===== config.mk =====
export PLATFORM = sky130hd
export DESIGN_NAME = instruction_fetch_flat
export DESIGN_NICKNAME = d
export VERILOG_FILES = /design/src/rtl/instruction_fetch_if.sv /design/src/rtl/instruction_fetch.sv /design/src/flat_wrapper.sv
export SDC_FILE = /design/constraint.sdc
export NUM_CORES = 1
export LEC_CHECK = 0
export BUFFER_PORTS_ARGS = -buffer_cell sky130_fd_sc_hd__buf_2
export CAP_MARGIN = 10
export CORE_ASPECT_RATIO = 0.9
export CORE_MARGIN = 3
export CORE_UTILIZATION = 59
export CTS_BUF_LIST = sky130_fd_sc_hd__clkbuf_4 sky130_fd_sc_hd__clkbuf_8
export CTS_CLUSTER_SIZE = 40
export DETAILED_ROUTE_END_ITERATION = 16
export GPL_ROUTABILITY_DRIVEN = 0
export GPL_TIMING_DRIVEN = 1
export PLACE_DENSITY = 0.94
export RECOVER_POWER = 100
export SETUP_SLACK_MARGIN = 0.3
export SLEW_MARGIN = 5
export SYNTH_ARGS = -nofsm -noshare
export SYNTH_HDL_FRONTEND = slang
export SYNTH_SLANG_ARGS = --single-unit

===== constraint.sdc =====
create_clock -name clk -period 7.5 [get_ports clk]
set_input_delay 1.125 -clock clk [delete_from_list [all_inputs] [get_ports clk]]
set_output_delay 1.125 -clock clk [all_outputs]
set_load 0.01 [all_outputs]

===== src/rtl/instruction_fetch_if.sv =====
// ============================================================================
// Module      : instruction_fetch_if
// Description : Fetch-stage bus bundle: imem request/response, redirect, decode.
// Revision    : 1.0
// ============================================================================
`default_nettype none

interface instruction_fetch_if;
    logic        imem_req;
    logic [31:0] imem_addr;
    logic        imem_ready;
    logic        imem_rvalid;
    logic [31:0] imem_rdata;
    logic        redirect_valid;
    logic [31:0] redirect_pc;
    logic        if_valid;
    logic        if_ready;
    logic [31:0] if_pc;
    logic [31:0] if_instr;
    logic [2:0]  if_instr_type;

    modport master (
        output imem_req, imem_addr,
        input  imem_ready, imem_rvalid, imem_rdata,
        input  redirect_valid, redirect_pc,
        output if_valid, if_pc, if_instr, if_instr_type,
        input  if_ready
    );

    modport slave (
        input  imem_req, imem_addr,
        output imem_ready, imem_rvalid, imem_rdata,
        output redirect_valid, redirect_pc,
        input  if_valid, if_pc, if_instr, if_instr_type,
        output if_ready
    );
endinterface

`default_nettype wire


===== src/rtl/instruction_fetch.sv =====
// ============================================================================
// Module      : instruction_fetch
// Description : PC owner, credit-limited imem fetch, 2-entry buffer to decode.
// Revision    : 1.0
// ============================================================================
`default_nettype none

module instruction_fetch #(
    parameter logic [31:0] RESET_PC = 32'h0000_0000
) (
    input  wire logic         clk,
    input  wire logic         rst_n,
    instruction_fetch_if.master bus
);

    localparam logic [31:0] c_NOP_INSTR = 32'h0000_0013;

    logic [31:0] r_pc;
    logic [1:0]  r_outstanding;
    logic [1:0]  r_drop_cnt;
    logic [1:0]  r_count;
    logic [31:0] r_req_pc   [2];
    logic [31:0] r_buf_pc   [2];
    logic [31:0] r_buf_instr[2];

    logic        w_head_valid;
    logic        w_pop;
    logic        w_credit;
    logic        w_req;
    logic        w_accept;
    logic        w_rsp;
    logic        w_drop;
    logic        w_push;
    logic        w_req_idx;
    logic        w_buf_idx;
    logic [31:0] w_redirect_target;
    logic [31:0] w_instr;
    logic [2:0]  w_type;

    assign w_head_valid = rst_n && (r_count != 2'd0);
    assign w_pop        = w_head_valid && bus.if_ready;
    // A same-cycle pop frees its slot, so it counts toward the issue credit.
    assign w_credit     = (({1'b0, r_outstanding} + {1'b0, r_count}) - {2'b00, w_pop}) < 3'd2;
    assign w_req        = rst_n && !bus.redirect_valid && w_credit;
    assign w_accept     = w_req && bus.imem_ready;
    assign w_rsp        = bus.imem_rvalid && (r_outstanding != 2'd0);
    assign w_drop       = w_rsp && (r_drop_cnt != 2'd0);
    assign w_push       = w_rsp && !w_drop && !bus.redirect_valid;

    assign w_req_idx    = (r_outstanding == 2'd2) || ((r_outstanding == 2'd1) && !w_rsp);
    assign w_buf_idx    = (r_count == 2'd2) || ((r_count == 2'd1) && !w_pop);
    assign w_redirect_target = bus.redirect_pc & ~32'h0000_0003;

    always_ff @(posedge clk) begin
        if (!rst_n) begin
            r_pc          <= RESET_PC;
            r_outstanding <= 2'd0;
            r_drop_cnt    <= 2'd0;
            r_count       <= 2'd0;
            r_req_pc[0]   <= 32'h0;
            r_req_pc[1]   <= 32'h0;
            r_buf_pc[0]   <= 32'h0;
            r_buf_pc[1]   <= 32'h0;
            r_buf_instr[0] <= c_NOP_INSTR;
            r_buf_instr[1] <= c_NOP_INSTR;
        end else begin
            r_outstanding <= r_outstanding + {1'b0, w_accept} - {1'b0, w_rsp};

            if (bus.redirect_valid) begin
                // Everything still in flight (minus a same-cycle response) is stale.
                r_pc       <= w_redirect_target;
                r_drop_cnt <= r_outstanding - {1'b0, w_rsp};
                r_count    <= 2'd0;
            end else begin
                if (w_accept) r_pc <= r_pc + 32'd4;
                if (w_drop)   r_drop_cnt <= r_drop_cnt - 2'd1;
                r_count <= r_count + {1'b0, w_push} - {1'b0, w_pop};
            end

            if (w_rsp)    r_req_pc[0] <= r_req_pc[1];
            if (w_accept) r_req_pc[w_req_idx] <= r_pc;

            if (w_pop) begin
                r_buf_pc[0]    <= r_buf_pc[1];
                r_buf_instr[0] <= r_buf_instr[1];
            end
            if (w_push) begin
                r_buf_pc[w_buf_idx]    <= r_req_pc[0];
                r_buf_instr[w_buf_idx] <= bus.imem_rdata;
            end
        end
    end

    assign w_instr = w_head_valid ? r_buf_instr[0] : c_NOP_INSTR;

    always_comb begin
        w_type = 3'b111;
        case (w_instr[6:0])
            7'b0010011, 7'b0000011, 7'b1100111, 7'b1110011: w_type = 3'b000;
            7'b0100011:                                     w_type = 3'b001;
            7'b0110111, 7'b0010111:                         w_type = 3'b010;
            7'b0110011:                                     w_type = 3'b011;
            7'b1100011:                                     w_type = 3'b101;
            7'b1101111:                                     w_type = 3'b110;
            default:                                        w_type = 3'b111;
        endcase
    end

    assign bus.imem_req      = w_req;
    assign bus.imem_addr     = r_pc;
    assign bus.if_valid      = w_head_valid;
    assign bus.if_pc         = w_head_valid ? r_buf_pc[0] : 32'h0;
    assign bus.if_instr      = w_instr;
    assign bus.if_instr_type = w_type;

endmodule

`default_nettype wire

===== src/flat_wrapper.sv =====
// flat-port wrapper written by rule: the top's interface ports become plain ports
module instruction_fetch_flat 
#(
    parameter logic [31:0] RESET_PC = 32'h0000_0000
)
  (clk, rst_n, bus_imem_req, bus_imem_addr, bus_imem_ready, bus_imem_rvalid, bus_imem_rdata, bus_redirect_valid, bus_redirect_pc, bus_if_valid, bus_if_pc, bus_if_instr, bus_if_instr_type, bus_if_ready);
  instruction_fetch_if bus_i ();
  input  wire logic clk;
  input  wire logic rst_n;
  output wire logic [$bits(bus_i.imem_req)-1:0] bus_imem_req;
  output wire logic [$bits(bus_i.imem_addr)-1:0] bus_imem_addr;
  input wire logic [$bits(bus_i.imem_ready)-1:0] bus_imem_ready;
  input wire logic [$bits(bus_i.imem_rvalid)-1:0] bus_imem_rvalid;
  input wire logic [$bits(bus_i.imem_rdata)-1:0] bus_imem_rdata;
  input wire logic [$bits(bus_i.redirect_valid)-1:0] bus_redirect_valid;
  input wire logic [$bits(bus_i.redirect_pc)-1:0] bus_redirect_pc;
  output wire logic [$bits(bus_i.if_valid)-1:0] bus_if_valid;
  output wire logic [$bits(bus_i.if_pc)-1:0] bus_if_pc;
  output wire logic [$bits(bus_i.if_instr)-1:0] bus_if_instr;
  output wire logic [$bits(bus_i.if_instr_type)-1:0] bus_if_instr_type;
  input wire logic [$bits(bus_i.if_ready)-1:0] bus_if_ready;
  assign bus_imem_req = bus_i.imem_req;
  assign bus_imem_addr = bus_i.imem_addr;
  assign bus_i.imem_ready = bus_imem_ready;
  assign bus_i.imem_rvalid = bus_imem_rvalid;
  assign bus_i.imem_rdata = bus_imem_rdata;
  assign bus_i.redirect_valid = bus_redirect_valid;
  assign bus_i.redirect_pc = bus_redirect_pc;
  assign bus_if_valid = bus_i.if_valid;
  assign bus_if_pc = bus_i.if_pc;
  assign bus_if_instr = bus_i.if_instr;
  assign bus_if_instr_type = bus_i.if_instr_type;
  assign bus_i.if_ready = bus_if_ready;
  instruction_fetch #(.RESET_PC(RESET_PC)) u_core (.clk(clk), .rst_n(rst_n), .bus(bus_i));
endmodule

## Word-level counts from Yosys, hierarchy flattened

Memories as Yosys holds them, arrays and structs flattened.
Index checks and enable logic that the tools add are counted.

| operators by class | value |
|---|---|
| add/subtract/negate cells | 9 |
| multipliers | 0 |
| divide/modulo/power cells | 0 |
| $lt $le $gt $ge | 1 |
| eq/ne operators | 14 |
| shift operators | 0 |
| multiplexer cells | 32 |
| bitwise gates (word level) | 4 |
| reduce and logical (&&, ||, !) cells | 28 |

Operators by type and width:

| operator | number |
|---|---|
| 2-to-1 mux 32 bit | 10 |
| OR reduction 32 bit | 3 |
| adder 32 x 3 -> 32 bit, second input constant | 1 |
| == test 7 bit, second input constant | 4 |
| == test 7 x 6 -> 1 bit, second input constant | 3 |
| 2-to-1 mux 1 bit | 19 |
| one-hot mux 3 bit (6 select lines) | 1 |
| == test 7 x 5 -> 1 bit, second input constant | 2 |
| logical AND 1 bit | 11 |
| nonzero test 2 bit | 5 |
| == test 7 x 2 -> 1 bit, second input constant | 1 |
| subtractor 2 x 1 -> 2 bit | 3 |
| adder 2 x 1 -> 2 bit | 2 |
| == test 2 x 1 -> 1 bit, second input constant | 2 |
| == test 2 bit, second input constant | 2 |
| zero test 1 bit | 4 |
| 2-to-1 mux 2 bit | 2 |
| OR reduction 2 bit | 2 |
| OR reduction 4 bit | 1 |
| adder 2 x 2 -> 3 bit | 1 |
| less-than comparator 3 x 2 -> 1 bit, second input constant | 1 |
| OR 1 bit | 3 |
| subtractor 3 x 1 -> 3 bit | 1 |
| logical OR 1 bit | 2 |
| 2 further kinds | 2 |

| word-level totals | value |
|---|---|
| register bits after elaboration | 38 |
| latch bits | 0 |
| memory bits (writable) | 192 |
| memory bits (read-only) | 0 |
| bits of input ports | 70 |
| output and inout port bits | 101 |
| memories | 3 |

Memories:

| memory | depth | width | read ports | clocked after memory_dff | write ports | RTL line | text |
|---|---|---|---|---|---|---|---|
| u_core.r_buf_instr | 2 | 32 | 2 | 0 | 2 | instruction_fetch.sv:24 | `logic [31:0] r_buf_instr[2];` |
| u_core.r_buf_pc | 2 | 32 | 2 | 0 | 2 | instruction_fetch.sv:23 | `logic [31:0] r_buf_pc [2];` |
| u_core.r_req_pc | 2 | 32 | 2 | 0 | 2 | instruction_fetch.sv:22 | `logic [31:0] r_req_pc [2];` |

## Depth between registers and ports, before layout

| depth | value |
|---|---|
| word-level depth | 12 |
| mapped depth | 15 |
| depth with buffers taken out | 12 |

## Least setup slack after synthesis

OpenSTA, ideal clock, no wires.

| timing path | value |
|---|---|
| path type | input -> register |
| start | input port rst_n |
| end | memory u_core.r_req_pc[1][10] (enable) |
| setup time | 0.459 ns |
| arrival | 5.275 ns |
| slack | 1.766 ns |
| stages | 11 |
| cells stage by stage | buf_4 > o21a_1 > nand2_1 > nor2_1 > o21ai_0 > fa_1 > xor2_1 > nand4_2 > clkbuf_1 > buf_1 > o21ai_0 |

RTL lines:

| item | RTL line | text |
|---|---|---|
| start: declaration | flat_wrapper.sv:9 | `input wire logic rst_n;` |
| end: declaration | instruction_fetch.sv:22 |  |

==> impl_metrics.csv <==
group,metric,value,unit
outcome,status,"complete, but fails checks",
outcome,failed_checks,"max-capacitance violations, max-slew violations",
min_path,hold_class,"flop to flop",
routing,drc,0,
critical_path,cpMostUsedCell,"clkbuf_1",
timing,min_period,5940,ps
floorplan,start_util,60.6,%
global_routing,grt.overflow.total,0,
global_routing,grt_antenna_before_repair,0,
cells_and_area,multi_input_comb_area,0.00369,mm^2
cells_and_area,n_antenna_cell,0,
synth,synth_area_per_cell,10.4,um^2
global_routing,grt_max_degree,126,
cells_and_area,area_delta_synth_final,14.8,%
critical_path,critPathBufInv,4,
timing,worst_slew_pin_slew,2660,ps
synth,synth_edf_count,184,
routing,num_vias,7899,
cells_and_area,seqCellArea,0.00625,mm^2
cells_and_area,nFillCells,1298,
floorplan,die_w,145,um
synth,ys_ff_latch,220,
synth,synth_ff_type,"edfxtp_1",
synth,ys_seq_area_share,60.6,%
power_and_ir_drop,p_leak,4.40,nW
power_and_ir_drop,ir_worst_vdd,0.161,mV
routing,drtPass1Iterations,5,
synth,synth_top_area_cell,"edfxtp_1",
global_routing,grt_usage,23.8,%
place,portBuffers,164,
power_and_ir_drop,internal-power,2.13,mW
critical_path,cp-startpoint,"bus_redirect_valid",
floorplan,core,0.0170,mm^2
clock_network,cts_sinks,220,
cells_and_area,drive_above_1_share,15.0,%
floorplan,rows,45,
timing,grt_setup_unrepaired,"no",
timing,setup_viol,0,
power_and_ir_drop,power_frac_clock,36.6,%
min_path,hp-start,"u_core.r_req_pc[1][24]",
timing,period_share,79.2,%
timing,relSlewSlack,-77.0,%
synth,synth.area.top_cells,"edfxtp_1 (54%), and2_1 (8.9%), nand2_1 (7.4%)",
routing,wl_per_cell,16.4,um
critical_path,worst_ep_arrival_time,6170,ps
clock_network,postCtsHoldBufs,0,
timing,setup-tns-final,0,ps
clock_network,cts_resized,0,
clock_network,root_buffer,"clkbuf_8",
routing,initialDrtViolationCount,704,
timing,whs,539,ps
timing,finalHoldViolCount,0,
synth,synth_area,0.0103,mm^2
clock_network,cts_tree,"done",
routing,routed_wl,22900,um
global_routing,grt_pass1_wl,37800,um
critical_path,endpoint_kind,"flop",
clock_network,cts_setup_buffers,0,
clock_network,htreeDepth,2,
synth,synthCells,991,
clock_network,clock_latency,530,ps
flow_run,cap_violations,4,
power_and_ir_drop,p_per_area,240,mW/mm^2
floorplan,io_pins,171,
power_and_ir_drop,switching_share,25.1,%
critical_path,r2r_start,"u_core.r_count[0]",
power_and_ir_drop,netSwitchingPower,0.714,mW
critical_path,slowest_delay,1100,ps
clock_network,clockBufferDepth,3,
critical_path,cp_cell_sequence,"clkbuf_1 > clkinv_1 > nand2_1 > nor4_4 > clkbuf_1 > nand2b_2 > buf_4",
routing,drtAntennaViolNets,0,
critical_path,critical-path-slowest-cell,"clkbuf_1",
power_and_ir_drop,seq_power_share,54.4,%
critical_path,crit_path_start_kind,"primary input",
power_and_ir_drop,p_comb_share,9.0,%
timing,slew_viol_final,195,
clock_network,cts_inserted_buffers,37,
place,hpwl,14700,um
synth,async_flop_share,0,%
floorplan,die_area,0.0191,mm^2
cells_and_area,fin_nets,1216,
critical_path,worstPathRequired,7730,ps
critical_path,cp_top_family,"buffers and inverters",
critical_path,cp_max_fo,63,
synth,yosys_warnings,0,
synth,synth.distinct_cells,67,
clock_network,clk_pin_slew,60,ps
timing,fin_skew,18.4,ps
timing,max_freq,0.168,GHz
synth,netlist.area_leader.share,53.6,%
critical_path,path_class,"primary input to flop",
floorplan,die_h,131,um
global_routing,grt_pass1_vias,7636,
routing,vias_per_cell,5.65,
==> per-stage QoR <==
stage	std cells	power [mW]	setup slack, ps	util [%]	instance area, um^2
2_1_floorplan	994	1.72	1770	-	10300
3_3_place_gp	1334	1.80	2200	66.0	11200
3_5_place_dp	1334	1.82	1920	66.0	11200
4_1_cts	1399	2.86	2380	70.2	11900
5_1_grt	1399	2.96	1070	69.6	11800
6_report	1399	2.84	1560	69.6	11800
==> registers in the layout, summed over array words and instances, names as in the netlist <==
signal	flops
u_core.r_buf_instr	64
u_core.r_buf_pc	60
u_core.r_req_pc	60
u_core.bus.imem_addr	30
u_core.r_count	2
u_core.r_drop_cnt	2
u_core.r_outstanding	2
==> layout make-up <==
class	instances	share of cell area, %
sequential	220	52.8
clock buffer	51	5.35
tap	235	2.48
multi-input combinational	681	31.2
timing repair buffer	175	6.75
clock inverter	14	0.761
inverter	23	0.729
==> power by group through the flow <==
stage                     Sequential [mW]  Clock, mW  Combinational, mW
after detailed placement             1.57          0              0.258
after floorplan                      1.54          0              0.172
final                                1.55       1.04              0.256
after CTS                            1.54       1.06              0.261
after global placement               1.56          0              0.246
after global routing                 1.56       1.12              0.285
==> metal layers <==
layer / vias to the layer above / GRT usage (%) / routed length (um)
met1: 3677 / 32.4 / 9410
met2: 428 / 38.2 / 10700
met3: 51 / 5.14 / 2280
met5: - / 0 / 0
met4: 0 / 8.12 / 486
li1: 3743 / - / -
==> synthesized netlist by cell type (3+ instances only) <==
master / instances
a211oi_1: 3
a21oi_1: 23
a31oi_1: 13
and2_1: 147
and3_1: 5
buf_2: 16
buf_4: 8
clkbuf_1: 44
dfxtp_1: 36
edfxtp_1: 184
ha_1: 7
inv_1: 19
nand2_1: 203
nand2b_1: 4
nand3_1: 45
nand4_1: 15
nor2_1: 35
nor3_1: 16
nor4_1: 3
o21a_1: 3
o21ai_0: 86
o22ai_1: 3
o31ai_1: 3
or2_2: 3
xnor2_1: 9
xor2_1: 5
==> logic make-up (layout without fill, tap and decap cells) <==
family,after synthesis,count (layout),synth area share [%]
multiplexers,2,2,0.206
AND/OR/NAND/NOR,496,496,24.2
adder cells (fa/ha/maj),8,8,1.04
flip-flops,220,220,60.6
other,1,4,0.0364
XOR/XNOR,14,14,1.19
AO/OA/AOI/OAI,157,157,8.77
buffers and inverters,93,263,3.94
==> worst reg2reg max path: cells and delay by family (launching register included) <==
| family | cells | cell delay (ps) |
|---|---|---|
| simple gates | 3 | 750 |
| xor+xnor | 1 | 310 |
| buf+inv | 3 | 1910 |
| fa+ha+maj | 1 | 400 |
| compound gates | 3 | 540 |
| flops | 1 | 470 |
==> layout by cell type, fill, tap and decap left out, drive strengths merged, types with 2 or more instances in the layout <==
cell type,count
clkinv,15
a32oi,2
xor2,5
o21a,3
o211ai,2
xnor2,9
dfxtp,36
a31oi,13
nor4,6
a21oi,23
nor2b,2
a21boi,2
inv,20
or2,3
a211oi,3
and2,148
o21ai,87
edfxtp,184
o22ai,3
nand2b,4
nor2,35
or3,2
and3,5
o31ai,3
nor3,16
nand2,205
ha,7
buf,98
conb,4
nand3,46
nand4,17
a41oi,2
a221oi,2
a22oi,2
clkbuf,128
==> worst paths after layout <==
path | to | slack (ps) | cells past startpoint
min reg2reg | u_core.r_req_pc[0][24] | 540 | 2
max | u_core.r_buf_pc[1][16] | 1560 | 7
min | u_core.r_req_pc[0][24] | 540 | 2
max reg2reg | u_core.r_req_pc[1][3] | 2700 | 11
Note: power is estimated with default switching activity, not from simulation.
